--- src/rtl/recorder_pkg.sv ---
// Shared types for the audio record/playback sequencer.
// The state encoding is visible on state_out, so its order is fixed.
package recorder_pkg;

    typedef enum logic [1:0] {
        REC_IDLE   = 2'd0,
        REC_RECORD = 2'd1,
        REC_PLAY   = 2'd2
    } rec_state_t;

    localparam int AUDIO_W = 8;

endpackage

--- src/rtl/audio_valid_pipe.sv ---
// Valid-bit delay line that tracks BRAM reads in flight. Each stage is a register.
// A synchronous flush drops every pending read at once.
module audio_valid_pipe #(
    parameter int LAT = 2
) (
    input  logic clk_in,
    input  logic rst_in,
    input  logic flush_in,
    input  logic valid_in,
    output logic valid_out
);

    logic stage_q [LAT];

    generate
        for (genvar gi = 0; gi < LAT; gi++) begin : g_stage
            logic stage_d;
            if (gi == 0) begin : g_head
                assign stage_d = valid_in;
            end else begin : g_body
                assign stage_d = stage_q[gi-1];
            end

            always_ff @(posedge clk_in or posedge rst_in) begin
                if (rst_in) begin
                    stage_q[gi] <= 1'b0;
                end else if (flush_in) begin
                    stage_q[gi] <= 1'b0;
                end else begin
                    stage_q[gi] <= stage_d;
                end
            end
        end
    endgenerate

    assign valid_out = stage_q[LAT-1];

endmodule

--- src/rtl/recorder_sequencer.sv ---
// Record/playback controller for a single-port sample BRAM: writes samples while
// record_in is held, replays them one per strobe, and delivers read data to the DAC stage.
module recorder_sequencer
    import recorder_pkg::*;
#(
    parameter int DEPTH    = 65536,
    parameter int ADDR_W   = $clog2(DEPTH),
    parameter int DATA_W   = AUDIO_W,
    parameter int READ_LAT = 2,
    parameter bit LOOP     = 1'b1
) (
    input  logic              clk_in,
    input  logic              rst_in,
    input  logic              record_in,
    input  logic              play_in,
    input  logic              audio_valid_in,
    input  logic [DATA_W-1:0] audio_in,
    output logic [ADDR_W-1:0] mem_addr_out,
    output logic              mem_we_out,
    output logic [DATA_W-1:0] mem_din_out,
    input  logic [DATA_W-1:0] mem_dout_in,
    output logic [DATA_W-1:0] single_out,
    output logic              single_valid_out,
    output logic [ADDR_W:0]   length_out,
    output logic [1:0]        state_out,
    output logic              finish
);

    localparam logic [ADDR_W:0] PTR_ONE  = {{ADDR_W{1'b0}}, 1'b1};
    localparam logic [ADDR_W:0] FULL_LEN = (ADDR_W+1)'(DEPTH);
    localparam logic [ADDR_W:0] LAST_WR  = (ADDR_W+1)'(DEPTH - 1);

    rec_state_t        state_q, state_d;
    logic [ADDR_W:0]   wr_ptr_q, wr_ptr_d;
    logic [ADDR_W:0]   rd_ptr_q, rd_ptr_d;
    logic [ADDR_W:0]   length_q, length_d;
    logic              armed_q, armed_d;
    logic              rd_issue_q, rd_issue_d;
    logic [ADDR_W-1:0] addr_q, addr_d;
    logic              we_q, we_d;
    logic [DATA_W-1:0] din_q, din_d;
    logic [DATA_W-1:0] single_q, single_d;
    logic              single_valid_q, single_valid_d;
    logic              finish_q, finish_d;

    logic rec_req;
    logic flush;
    logic pipe_valid;

    // armed_q blocks a held record_in from restarting a recording that just filled the BRAM.
    assign rec_req = record_in & armed_q;

    audio_valid_pipe #(
        .LAT (READ_LAT)
    ) u_valid_pipe (
        .clk_in    (clk_in),
        .rst_in    (rst_in),
        .flush_in  (flush),
        .valid_in  (rd_issue_q),
        .valid_out (pipe_valid)
    );

    always_comb begin
        state_d        = state_q;
        wr_ptr_d       = wr_ptr_q;
        rd_ptr_d       = rd_ptr_q;
        length_d       = length_q;
        armed_d        = armed_q | ~record_in;
        rd_issue_d     = 1'b0;
        addr_d         = addr_q;
        we_d           = 1'b0;
        din_d          = din_q;
        single_d       = single_q;
        single_valid_d = 1'b0;
        finish_d       = 1'b0;
        flush          = 1'b0;

        case (state_q)
            REC_IDLE: begin
                if (rec_req) begin
                    state_d  = REC_RECORD;
                    wr_ptr_d = '0;
                    armed_d  = 1'b0;
                    flush    = 1'b1;
                end else if (play_in && (length_q != '0)) begin
                    state_d  = REC_PLAY;
                    rd_ptr_d = '0;
                end
            end

            REC_RECORD: begin
                if (!record_in) begin
                    state_d  = REC_IDLE;
                    length_d = wr_ptr_q;
                end else if (audio_valid_in) begin
                    we_d     = 1'b1;
                    addr_d   = wr_ptr_q[ADDR_W-1:0];
                    din_d    = audio_in;
                    wr_ptr_d = wr_ptr_q + PTR_ONE;
                    if (wr_ptr_q == LAST_WR) begin
                        state_d  = REC_IDLE;
                        length_d = FULL_LEN;
                        finish_d = 1'b1;
                    end
                end
            end

            REC_PLAY: begin
                if (rec_req) begin
                    state_d  = REC_RECORD;
                    wr_ptr_d = '0;
                    armed_d  = 1'b0;
                    flush    = 1'b1;
                end else if (play_in) begin
                    rd_ptr_d = '0;
                end else if (audio_valid_in) begin
                    addr_d     = rd_ptr_q[ADDR_W-1:0];
                    rd_issue_d = 1'b1;
                    if (rd_ptr_q == (length_q - PTR_ONE)) begin
                        rd_ptr_d = '0;
                        finish_d = 1'b1;
                        if (!LOOP) begin
                            state_d = REC_IDLE;
                        end
                    end else begin
                        rd_ptr_d = rd_ptr_q + PTR_ONE;
                    end
                end
            end

            default: begin
                state_d = REC_IDLE;
            end
        endcase

        // Read data keeps draining after a one-shot playback ends; only a record entry discards it.
        if (flush) begin
            single_d = '0;
        end else if (pipe_valid) begin
            single_d       = mem_dout_in;
            single_valid_d = 1'b1;
        end
    end

    always_ff @(posedge clk_in or posedge rst_in) begin
        if (rst_in) begin
            state_q        <= REC_IDLE;
            wr_ptr_q       <= '0;
            rd_ptr_q       <= '0;
            length_q       <= '0;
            armed_q        <= 1'b1;
            rd_issue_q     <= 1'b0;
            addr_q         <= '0;
            we_q           <= 1'b0;
            din_q          <= '0;
            single_q       <= '0;
            single_valid_q <= 1'b0;
            finish_q       <= 1'b0;
        end else begin
            state_q        <= state_d;
            wr_ptr_q       <= wr_ptr_d;
            rd_ptr_q       <= rd_ptr_d;
            length_q       <= length_d;
            armed_q        <= armed_d;
            rd_issue_q     <= rd_issue_d;
            addr_q         <= addr_d;
            we_q           <= we_d;
            din_q          <= din_d;
            single_q       <= single_d;
            single_valid_q <= single_valid_d;
            finish_q       <= finish_d;
        end
    end

    assign mem_addr_out     = addr_q;
    assign mem_we_out       = we_q;
    assign mem_din_out      = din_q;
    assign single_out       = single_q;
    assign single_valid_out = single_valid_q;
    assign length_out       = length_q;
    assign state_out        = state_q;
    assign finish           = finish_q;

endmodule
--- config.mk ---
export PLATFORM = sky130hd
export DESIGN_NAME = recorder_sequencer
export DESIGN_NICKNAME = d
export VERILOG_FILES = /design/src/rtl/recorder_pkg.sv /design/src/rtl/audio_valid_pipe.sv /design/src/rtl/recorder_sequencer.sv
export SDC_FILE = /design/constraint.sdc
export NUM_CORES = 1
export LEC_CHECK = 0
export ABC_AREA = 1
export CAP_MARGIN = 25
export CORE_MARGIN = 3
export CORE_UTILIZATION = 59
export DETAILED_ROUTE_END_ITERATION = 7
export GPL_TIMING_DRIVEN = 0
export PLACE_DENSITY_LB_ADDON = 0.3
export SYNTH_ARGS = -nofsm -noshare
export SYNTH_HDL_FRONTEND = slang
export SYNTH_HIERARCHICAL = 1
export SYNTH_SLANG_ARGS = --single-unit
--- constraint.sdc ---
create_clock -name clk_in -period 7.3 [get_ports clk_in]
set_input_delay 0.73 -clock clk_in [delete_from_list [all_inputs] [get_ports clk_in]]
set_output_delay 0.73 -clock clk_in [all_outputs]
set_load 0.02 [all_outputs]
Word level (Yosys, flattened, before mapping)
Index checks and enable logic that the tools add are counted.
{ "classes": {"addsub": 3, "reduce_logical": 14, "mux": 51, "eq_ne": 19, "n_bitwise": 3} }
{ "ops": {"columns": ["operator", "count"], "rows": [
  ["$mux 17", 12],
  ["$mux 16", 5],
  ["$pmux 17 s2", 2],
  ["$add 17x1->17 const B", 2],
  ["$pmux 16 s2", 1],
  ["$mux 1", 21],
  ["$eq 17x16->1 const B", 1],
  ["$eq 17x17->1", 1],
  ["$reduce_bool 17->1", 1],
  ["$sub 17x1->17 const B", 1],
  ["$mux 8", 2],
  ["$ne 2x2->1 const B", 8],
  ["$mux 2", 6],
  ["$ne 3x3->1 const B", 4],
  ["$reduce_and 4->1", 2],
  ["$reduce_bool 2->1", 4],
  ["$ne 2x1->1 const B", 3],
  ["$pmux 2 s3", 1],
  ["$reduce_and 3->1", 2],
  ["$reduce_and 6->1", 1],
  ["$reduce_and 5->1", 1],
  ["$eq 2x1->1 const B", 1],
  ["$eq 2x2->1 const B", 1],
  ["$logic_not 2->1", 1],
  ["other kinds (6)", 6]
]} }
{ "word_totals": {"word_cells": 104, "in_bits": 21, "reg_bits": 92} }

Depth between registers and ports, before layout
Gate-level depths: netlist of the first run.
{ "logic_depth": {"depth_word": 7, "ltp_mapped": 15} }

Cells and area by module
Netlist of the first run, hierarchy kept.
{ "modules_own_cells": {"columns": ["mod", "area_per_inst_um2", "instances", "cells_per_inst"], "rows": [
  ["recorder_sequencer", 5195.0, 1, 685],
  ["audio_valid_pipe", 68.8, 1, 7]
]} }

Worst setup path before layout of the first run
Ideal clock, no wire load.
{ "synth_timing": {"path_kind": "reg2reg", "start": "register length_q[0] (netlist: length_out[0])", "end": "register rd_ptr_q[6]", "setup_slack_ps": 5198, "arrival_time_ps": 1980, "stages_incl_launch_ff": 12, "synth_period_minus_slack_ps": 2102, "required_ps": 7179, "path_cell_list": "dfrtp_1 inv_2 ha_1 nand3_4 nor2_4 nand2_2 xor2_1 xor2_2 nand3_4 buf_6 nand2_1 o21ai_1"} }
{ "synth_between": {"elab_chain_cells": 7, "word_cells_on_any_way": 11, "cone_classes": "add/sub: 1; eq/ne: 2; mux: 5; reduce/logical: 3"} }
{ "synth_rtl": {"columns": ["element", "line_no", "source"], "rows": [
  ["start, declared", "recorder_sequencer.sv:36", "logic [ADDR_W:0] length_q, length_d;"],
  ["start signal, assigned", "recorder_sequencer.sv:163", "length_q <= length_d;"],
  ["$sub 17x1->17", "recorder_sequencer.sv:119", "if (rd_ptr_q == (length_q - PTR_ONE)) begin"],
  ["$eq 17x17->1", "recorder_sequencer.sv:119", null],
  ["$mux 17", "recorder_sequencer.sv:119", null],
  ["$mux 17", "recorder_sequencer.sv:116", "end else if (audio_valid_in) begin"],
  ["$mux 17", "recorder_sequencer.sv:114", "end else if (play_in) begin"],
  ["$mux 17", "recorder_sequencer.sv:109", "if (rec_req) begin"],
  ["$pmux 17 s2", "recorder_sequencer.sv:78", "case (state_q)"],
  ["end signal, assigned", "recorder_sequencer.sv:162", "rd_ptr_q <= rd_ptr_d;"],
  ["end, declared", "recorder_sequencer.sv:35", "logic [ADDR_W:0] rd_ptr_q, rd_ptr_d;"]
]} }
Parallel ways exist; a longest one is shown, timed or not. The select of a mux whose other input is x is not followed.
A chain may end at the register's enable or synchronous reset.

Worst setup path in the final report of the first run
{ "layout_timing": {"start": "register wr_ptr_q[0]", "end": "register length_q[4] (netlist: length_out[4])"} }
{ "layout_between": {"elab_chain_cells": 3} }
{ "layout_rtl": {"columns": ["element", "line_no", "source"], "rows": [
  ["start, declared", "recorder_sequencer.sv:34", "logic [ADDR_W:0] wr_ptr_q, wr_ptr_d;"],
  ["start signal, assigned", "recorder_sequencer.sv:161", "wr_ptr_q <= wr_ptr_d;"],
  ["$eq 17x16->1", "recorder_sequencer.sv:100", "if (wr_ptr_q == LAST_WR) begin"],
  ["$ne 2x1->1 (no source line)", null, null],
  ["$reduce_and 3->1 (no source line)", null, null]
]} }
No other way between the ends.

==> flow_summary.toml, run 1 <==
[power_and_ir_drop]
combPwrFrac = 0.569
clock_power_share = 0.142
seq_power_share = 0.289
irDropWorstVdd_v = 0.000241
powerDensity_mw_per_mm2 = 402
netSwitchingFraction = 0.459
p_leak_nw = 3.02
switchingPower_mw = 1.18
p_int_mw = 1.39

[timing]
setup_viol = 0
rsz0062_at_grt = "false"
hold_viol = 0
finalClockSkew_ns = 0.0161
tightest_slew_ns = 0.640
period_needed_ns = 2.57
period_share = 0.352
fmax_mhz = 389
worst_hold_slack_ns = 0.462
drv_slew = 0
tns_ns = 0
slew_headroom = 0.572

[synth]
ys_seq_area_frac = 0.438
async_reset_ff_frac = 1.00
ys_types = 42
synth-warning-count = 6
synth_edf_count = 0
dominantRegCellSynth = "dfrtp_1"
syn_nets = 720
avgSynthCellArea_um2 = 7.61
postSynthCellCount = 692
synth_area_mm2 = 0.00526
synth-seq-cells = 92

[critical_path]
cpMaxStageDelayCell = "dfrtp_1"
max_stage_delay_ns = 0.41
start_kind = "flop"
cp_data_arrival_time_ns = 2.82
worst_ep_required_time_ns = 7.55
cp_cell_sequence = "ha_1 > nand3_1 > nor3_1 > inv_1 > nor3b_1 > ha_1 > nand2_1 > nand2_1 > nand2_1 > inv_1 > o21ai_0"
endpoint_kind = "flop"
cp_common_cell = "nand2_1"
critPathKind = "reg -> reg"
crit_fanout = 10

[detailed_routing]
route.met3.wl_um = 1030
vias = 4929
maxUsedRoutingLayer = "met4"
drc = 0
wirelength_met1_um = 5680
routedWlPerCell_um = 15.3
first_iter_violations = 458
firstDrtPassIters = 5
via_per_inst = 5.55
antenna_left = 0
wl_met2_um = 6560
drt_wl_total_um = 13600

[clocking]
insertion_delay_ns = 0.37
cts_sinks = 92
cts.clk_slew.worst_paths_ns = 0.10
cts_htree_levels = 3
cts_setup_buffers = 0
holdBufCountCts = 0
clockBufferDepth = 2
cts_buffers = 9
root_buffer = "clkbuf_8"
ctsResizeCount = 0
cts_tree = "yes"

[floorplan]
row_count = 33
core_area_mm2 = 0.00842
die_area_mm2 = 0.0101
start_util = 0.625
num_io_pins = 75
die_w_um = 100
dieHeight_um = 100

[cells_and_area]
n_antenna_cell = 0
layout_common_cells = "196 x nand2_1, 91 x dfrtp_1, 86 x inv_1"
final_common_cell = "nand2_1"
synthToLayoutAreaGrowth_pct = 21.1
nets = 806
drive_above_1_share = 0.0945

[status]
status = "complete, no violations"

[global_routing]
grt_pass1_vias = 4703
antenna_found_initial = 0
grt_pass1_wl_um = 22500
grt_usage = 0.284
grt_max_degree = 68
gr-total-overflow = 0

[place]
hpwl_um = 10400
place_congestion = 0.972
io_buffers = 74

[run]
cap_violations = 0

[hold_path]
hold_class = "reg -> reg"
[worst max-delay path, delay by kind of cell (launching register included)]
kind	cells	cell delay, ns
compound gates	1	0.15
simple gates	6	1.01
buf+inv	2	0.45
flops	1	0.41
fa+ha+maj	2	0.44
[flip-flops by register name, summed over array words and instances, names as in the netlist]
signal,cells
wr_ptr_q,17
armed_q,1
mem_din_out,8
single_valid_out,1
length_out,17
finish,1
u_valid_pipe/g_stage.stage_d,1
rd_issue_q,1
u_valid_pipe/valid_out,1
mem_we_out,1
single_out,8
mem_addr_out,16
state_out,2
rd_ptr_q,17
[cell families (layout without fill, tap and decap cells)]
kind of cell	Yosys count	count (layout)	share of synthesized area
AO/OA/AOI/OAI	106	106	0.115
buffers and inverters	107	198	0.0799
flip-flops	92	92	0.438
adder cells (fa/ha/maj)	7	7	0.0166
AND/OR/NAND/NOR	355	355	0.308
XOR/XNOR	25	25	0.0430
[worst paths after layout]
kind / end / from / slack [ns] / cells after the start
setup / recovery: length_out[4] / wr_ptr_q[0] / 4.73 / 11
hold / removal: u_valid_pipe/g_stage[1].stage_d / rd_issue_q / 0.46 / 2
setup reg to reg: length_out[4] / wr_ptr_q[0] / 4.73 / 11
hold reg to reg: u_valid_pipe/g_stage[1].stage_d / rd_issue_q / 0.46 / 2
max in group asynchronous: armed_q / rst_in / 5.92 / 3
min in group asynchronous: u_valid_pipe/valid_out / rst_in / 0.60 / 2
[routing by layer]
metal | vias up | GRT usage
li1 | 2374 | -
met1 | 2321 | 0.394
met2 | 207 | 0.445
met3 | 27 | 0.0498
met4 | 0 | 0.112
met5 | - | 0
[stage by stage]
step	cell area (µm²)	util	power, mW	std cells	setup slack [ns]
after floorplan	5260	-	1.72	692	4.24
after global placement	6140	0.728	2.14	871	2.87
after detailed placement	6170	0.732	2.19	872	4.50
after CTS	6380	0.757	2.56	888	4.70
after global routing	6380	0.757	2.76	888	4.39
final	6380	0.757	2.56	888	4.73
[power groups by stage]
stage | registers [mW] | logic [mW] | clock network [mW]
2_1_floorplan | 0.873 | 0.851 | 0
3_3_place_gp | 0.743 | 1.40 | 0
3_5_place_dp | 0.749 | 1.45 | 0
4_1_cts | 0.741 | 1.45 | 0.366
5_1_grt | 0.759 | 1.62 | 0.386
6_report | 0.741 | 1.46 | 0.364
[cell usage after synthesis (2+ instances only)]
master	count	area (µm²)
nand4_1	4	25.0
inv_2	5	18.8
a21oi_1	20	100
buf_2	5	25.0
xnor2_1	8	70.1
o21ai_1	14	70.1
nand3_2	2	20.0
inv_1	87	327
xor2_1	16	140
nand2_4	2	22.5
nand3_1	40	200
clkbuf_1	4	15.0
nor3_1	13	65.1
nor2_2	12	75.1
nand3_4	2	35.0
o21a_1	17	128
nor2_1	54	203
nand2_1	196	736
nand2_2	15	93.8
dfrtp_1	91	2280
nand3b_1	6	45.0
clkinv_1	3	11.3
o22ai_1	7	43.8
o21ai_0	41	205
ha_1	7	87.6
nor2_4	5	56.3
[cell type report]
cell class / count / area [µm²]
Inverter: 95 / 359
Tap cell: 105 / 131
Fill cell: 660 / 2050
Buffer: 12 / 63.8
Clock inverter: 5 / 58.8
Multi-Input combinational cell: 493 / 2540
Timing Repair Buffer: 75 / 768
Clock buffer: 11 / 151
Sequential cell: 92 / 2300
No activity file was read; power rests on OpenSTA's default activity.
==> inputs of run 2 (changes only) <==
CORE_UTILIZATION = 50   (was 59)
clock period = 2.3 ns   (was 7.3 ns; I/O delays follow)
==> run 2 against run 1 <==
  * Via count down 2.1%
  * Register-to-register slack worse by 4.6 ns
  * Maximum frequency grew 17%
  * Largest power group unchanged
  * Highest routed layer unchanged
==> flow_summary.toml, run 2 (same netlist as run 1, synthesis figures left out) <==
[detailed_routing]
via_per_inst = 5.21
first_iter_violations = 306
vias = 4826
drt_wl_total_um = 13800
drc = 0
routedWlPerCell_um = 14.9
antenna_left = 0
firstDrtPassIters = 5

[clocking]
holdBufCountCts = 0
insertion_delay_ns = 0.38
cts_htree_levels = 3
cts_buffers = 9
cts.clk_slew.worst_paths_ns = 0.09
cts_sinks = 92
clockBufferDepth = 2
cts_tree = "yes"
root_buffer = "clkbuf_8"

[floorplan]
dieHeight_um = 109
start_util = 0.526
row_count = 36
die_w_um = 109
die_area_mm2 = 0.0118
num_io_pins = 75
core_area_mm2 = 0.0100

[critical_path]
start_kind = "flop"
cpLargestDelayFamily = "simple AND/OR/NAND/NOR gates"
cp_common_cell = "nand2_1"
critPathKind = "reg -> reg"
endpoint_kind = "flop"
worst_ep_required_time_ns = 2.60
cp.buffers_inverters = 4
max_stage_delay_ns = 0.42
cpMaxStageDelayCell = "dfrtp_1"
cp_data_arrival_time_ns = 2.50
crit_fanout = 10
cp_cell_sequence = "inv_2 > ha_4 > nand3_4 > nor2_4 > buf_4 > nand3_1 > nand2_1 > nand2_1 > nand2_4 > clkinvlp_4 > clkbuf_4 > a21oi_1"

[power_and_ir_drop]
powerDensity_mw_per_mm2 = 1250
p_total_mw = 8.24
irDropWorstVdd_v = 0.000738
p_leak_nw = 3.07

[cells_and_area]
synthToLayoutAreaGrowth_pct = 25.0
final_common_cell = "nand2_1"
drive_above_1_share = 0.131
nets = 817
n_antenna_cell = 0
final_cells = 927
layout_common_cells = "193 x nand2_1, 90 x dfrtp_1, 83 x inv_1"

[timing]
setup_viol = 0
tightest_slew_ns = 0.653
finalClockSkew_ns = 0.0148
rsz0062_at_grt = "true"
fmax_mhz = 455
drv_slew = 0
period_share = 0.955
period_needed_ns = 2.20
slew_headroom = 0.563
hold_viol = 0

[global_routing]
gr-total-overflow = 0
grt_usage = 0.247
antenna_found_initial = 0
grt_pass1_wl_um = 22600
grt_pass1_vias = 4625
grt_max_degree = 38

[place]
io_buffers = 74
dp.cells = 901
place_congestion = 0.936
hpwl_um = 10600

[run]
cap_violations = 0

[status]
status = "complete, no violations"

[hold_path]
hold_class = "in -> async"
[run 2: cell count changes in the layout (fill, tap and decap cells not counted), moves of 3 or more]
cell      previous run  this run
inv_1               86        83
ha_1                 7         3
nor2_2              12        15
buf_4                1        12
nor2_4               5         8
clkbuf_1             4         7
nand2_1            196       193
nor2_1              54        48
buf_2                5         2
ha_2                 0         3
[run 2: area by class of cell]
cell class	count	area, µm²
multi-input combinational	493	2640
fill	878	3420
clock buffer	13	149
clock inverter	3	15.0
inverter	95	367
sequential	92	2300
buffer	12	85.1
tap	133	166
timing repair buffer	86	856
[run 2: where the power goes]
| part | switching, mW | internal, mW |
|---|---|---|
| registers | 0.307 | 2.04 |
| clock network | 0.563 | 0.419 |
| logic | 2.91 | 2.00 |
[run 2: worst paths after layout]
| kind | from | end | slack [ns] | cells past startpoint |
|---|---|---|---|---|
| hold reg to reg | rd_issue_q | u_valid_pipe/g_stage[1].stage_d | 0.47 | 2 |
| setup / recovery | length_out[0] | rd_ptr_q[15] | 0.10 | 12 |
| hold / removal | rst_in | u_valid_pipe/valid_out | 0.08 | 2 |
| max in group asynchronous | rst_in | wr_ptr_q[2] | 1.24 | 4 |
| setup reg to reg | length_out[0] | rd_ptr_q[15] | 0.10 | 12 |
| min in group clk_in | mem_dout_in[5] | single_out[5] | 0.38 | 3 |
[run 2: worst register-to-register path, stage by stage, from the launching register on]
cell	delay (ns)
dfrtp_1	0.42
inv_2	0.14
ha_4	0.17
nand3_4	0.12
nor2_4	0.19
buf_4	0.14
nand3_1	0.09
nand2_1	0.10
nand2_1	0.09
nand2_4	0.13
clkinvlp_4	0.15
clkbuf_4	0.22
a21oi_1	0.15
[run 2: layer usage]
layer  track usage  wire length, µm
met3        0.0525              734
met4        0.0911              263
met1         0.341             6210
met5             0                0
met2         0.385             6580
[run 2: repair_timing]
action | 4_1_cts | 5_1_grt
endpoints found under the setup margin | 68 | 53
setup buffers | 2 | 8
pin swaps | 1 | 7
gates resized for setup | 13 | 24
[run 2: through the flow]
stage	hold slack (ns)	TNS, ns	util	area [µm²]	setup WS (ns)
floorplan	-0.0288	0	-	5270	0.198
CTS	0.0761	0	0.643	6430	0.0266
global route	0.0883	-0.0104	0.658	6580	-0.0104
global placement	0.442	-6.58	0.617	6170	-0.250
detailed placement	0.446	-10.95	0.621	6210	-0.284
finish	0.0755	0	0.658	6580	0.103
==> inputs of run 3 (changes only) <==
CORE_UTILIZATION = 55   (was 50)
clock period = 2.5 ns   (was 2.3 ns; I/O delays follow)
==> run 3 against run 2 <==
  * Global-route usage is 0.84 points higher
  * Total power fell by 10%
  * Critical path depth rose by 2
  * Sequential power shrank 8%
  * Clock power fell by 4.7%
  * Count of clock-buffer cells in the layout shrank 2
  * Worst hold slack better by 0.028 ns
  * Via count grew 1.5%
  * Register-to-register slack about the same
  * Critical path type unchanged
  * Highest routed layer unchanged
==> flow_summary.toml, run 3 (same netlist as run 1, synthesis figures left out) <==
[floorplan]
die_w_um = 104
row_count = 35
core_area_mm2 = 0.00928
start_util = 0.567
dieHeight_um = 104
die_area_mm2 = 0.0108
num_io_pins = 75

[critical_path]
start_kind = "flop"
max_stage_delay_ns = 0.47
endpoint_kind = "flop"
crit_fanout = 10
critPathKind = "reg -> reg"
cpMaxStageDelayCell = "dfrtp_2"
cp_common_cell = "inv_1"
r2r_setup_slack_ns = 0.1
cp_cell_sequence = "inv_1 > ha_1 > clkbuf_4 > inv_1 > nor2_2 > inv_1 > o21ai_0 > nor2_1 > nand2_2 > nor2_4 > inv_2 > a21oi_1 > nand3_1 > o21ai_0"
cp_data_arrival_time_ns = 2.64
worst_ep_required_time_ns = 2.74

[timing]
period_share = 0.961
drv_slew = 0
hold_viol = 0
finalClockSkew_ns = 0.0146
setup_viol = 0
period_needed_ns = 2.40
fmax_mhz = 416
slew_headroom = 0.569
tightest_slew_ns = 0.644

[cells_and_area]
final_common_cell = "nand2_1"
n_antenna_cell = 0
nets = 810
synthToLayoutAreaGrowth_pct = 22.2
layout_common_cells = "195 x nand2_1, 90 x dfrtp_1, 84 x inv_1"
final_area_mm2 = 0.00643
drive_above_1_share = 0.108

[place]
io_buffers = 74
hpwl_um = 10500
dpl_cell_area_mm2 = 0.00621
place_congestion = 0.949

[clocking]
holdBufCountCts = 0
insertion_delay_ns = 0.37
root_buffer = "clkbuf_8"
clockBufferDepth = 2
cts_sinks = 92
cts_buffers = 9
cts.clk_slew.worst_paths_ns = 0.10
cts_htree_levels = 3
cts_tree = "yes"

[detailed_routing]
firstDrtPassIters = 5
vias = 4897
drt_wl_total_um = 13700
drc = 0
first_iter_violations = 452
antenna_left = 0
via_per_inst = 5.35
routedWlPerCell_um = 14.9

[global_routing]
grt_max_degree = 41
gr-total-overflow = 0
grt_pass1_vias = 4691
antenna_found_initial = 0
grt_pass1_wl_um = 22600
grt_usage = 0.256

[power_and_ir_drop]
irDropWorstVdd_v = 0.000693
powerDensity_mw_per_mm2 = 1150
p_leak_nw = 3.03
p_total_mw = 7.39

[run]
cap_violations = 0

[status]
status = "complete, no violations"

[hold_path]
hold_class = "in -> async"
## run 3: cell types whose count changed in the layout (fill, tap and decap cells not counted), moves of 2 or more
cell,change
buf_4,-8
nor2_1,+3
nor2_4,-2
nand2_4,-2
clkbuf_1,-2
ha_1,+4
nand2_1,+2
buf_2,+3
ha_2,-3
## run 3: layer usage
layer	global-route usage	share of wire
met5	0	0
met4	0.0807	0.030
met3	0.0480	0.065
met1	0.348	0.44
met2	0.417	0.47
## run 3: final cells by class
class / instances / area, µm²
fill: 735 / 2850
multi-input combinational: 493 / 2560
clock inverter: 5 / 35.0
clock buffer: 11 / 141
sequential: 92 / 2300
buffer: 12 / 66.3
timing repair buffer: 79 / 803
tap: 129 / 161
inverter: 95 / 363
## run 3: timing repair
action / in CTS / in global routing
pin swaps: 0 / 2
buffers inserted: 0 / 3
endpoints found under the setup margin: 26 / 52
endpoints found under the hold margin: 0 / 0
gates resized for setup: 4 / 9
## run 3: critical path: cells and delay by family, from the launching register on
| family | cells | cell delay [ns] |
|---|---|---|
| fa+ha+maj | 1 | 0.15 |
| buf+inv | 5 | 0.74 |
| simple gates | 5 | 0.57 |
| flops | 1 | 0.47 |
| compound gates | 3 | 0.34 |
## run 3: path summary, 6_finish.rpt
check / startpoint / to / cells past startpoint
max: state_out[0] / rd_ptr_q[13] / 14
min: rst_in / u_valid_pipe/valid_out / 2
max reg2reg: state_out[0] / rd_ptr_q[13] / 14
min reg2reg: rd_issue_q / u_valid_pipe/g_stage[1].stage_d / 2
max in group asynchronous: rst_in / wr_ptr_q[3] / 4
min in group clk_in: mem_dout_in[7] / single_out[7] / 3
## run 3: per-stage QoR
stage               TNS (ns)  cells  utilization  hold slack [ns]  setup slack (ns)
floorplan                  0    692            -         -0.00882             0.398
global placement           0    895        0.665            0.438            0.0351
detailed placement    -0.410    897        0.669            0.457           -0.0593
CTS                        0    913        0.689           0.0988          0.000406
global route         -0.0835    916        0.693            0.115           -0.0231
finish                     0    916        0.693            0.103            0.0972
## run 3: where the power goes
| part | internal, mW | switching (mW) |
|---|---|---|
| Sequential | 1.88 | 0.284 |
| Combinational | 1.69 | 2.61 |
| Clock | 0.392 | 0.544 |
| Total | 3.96 | 3.43 |
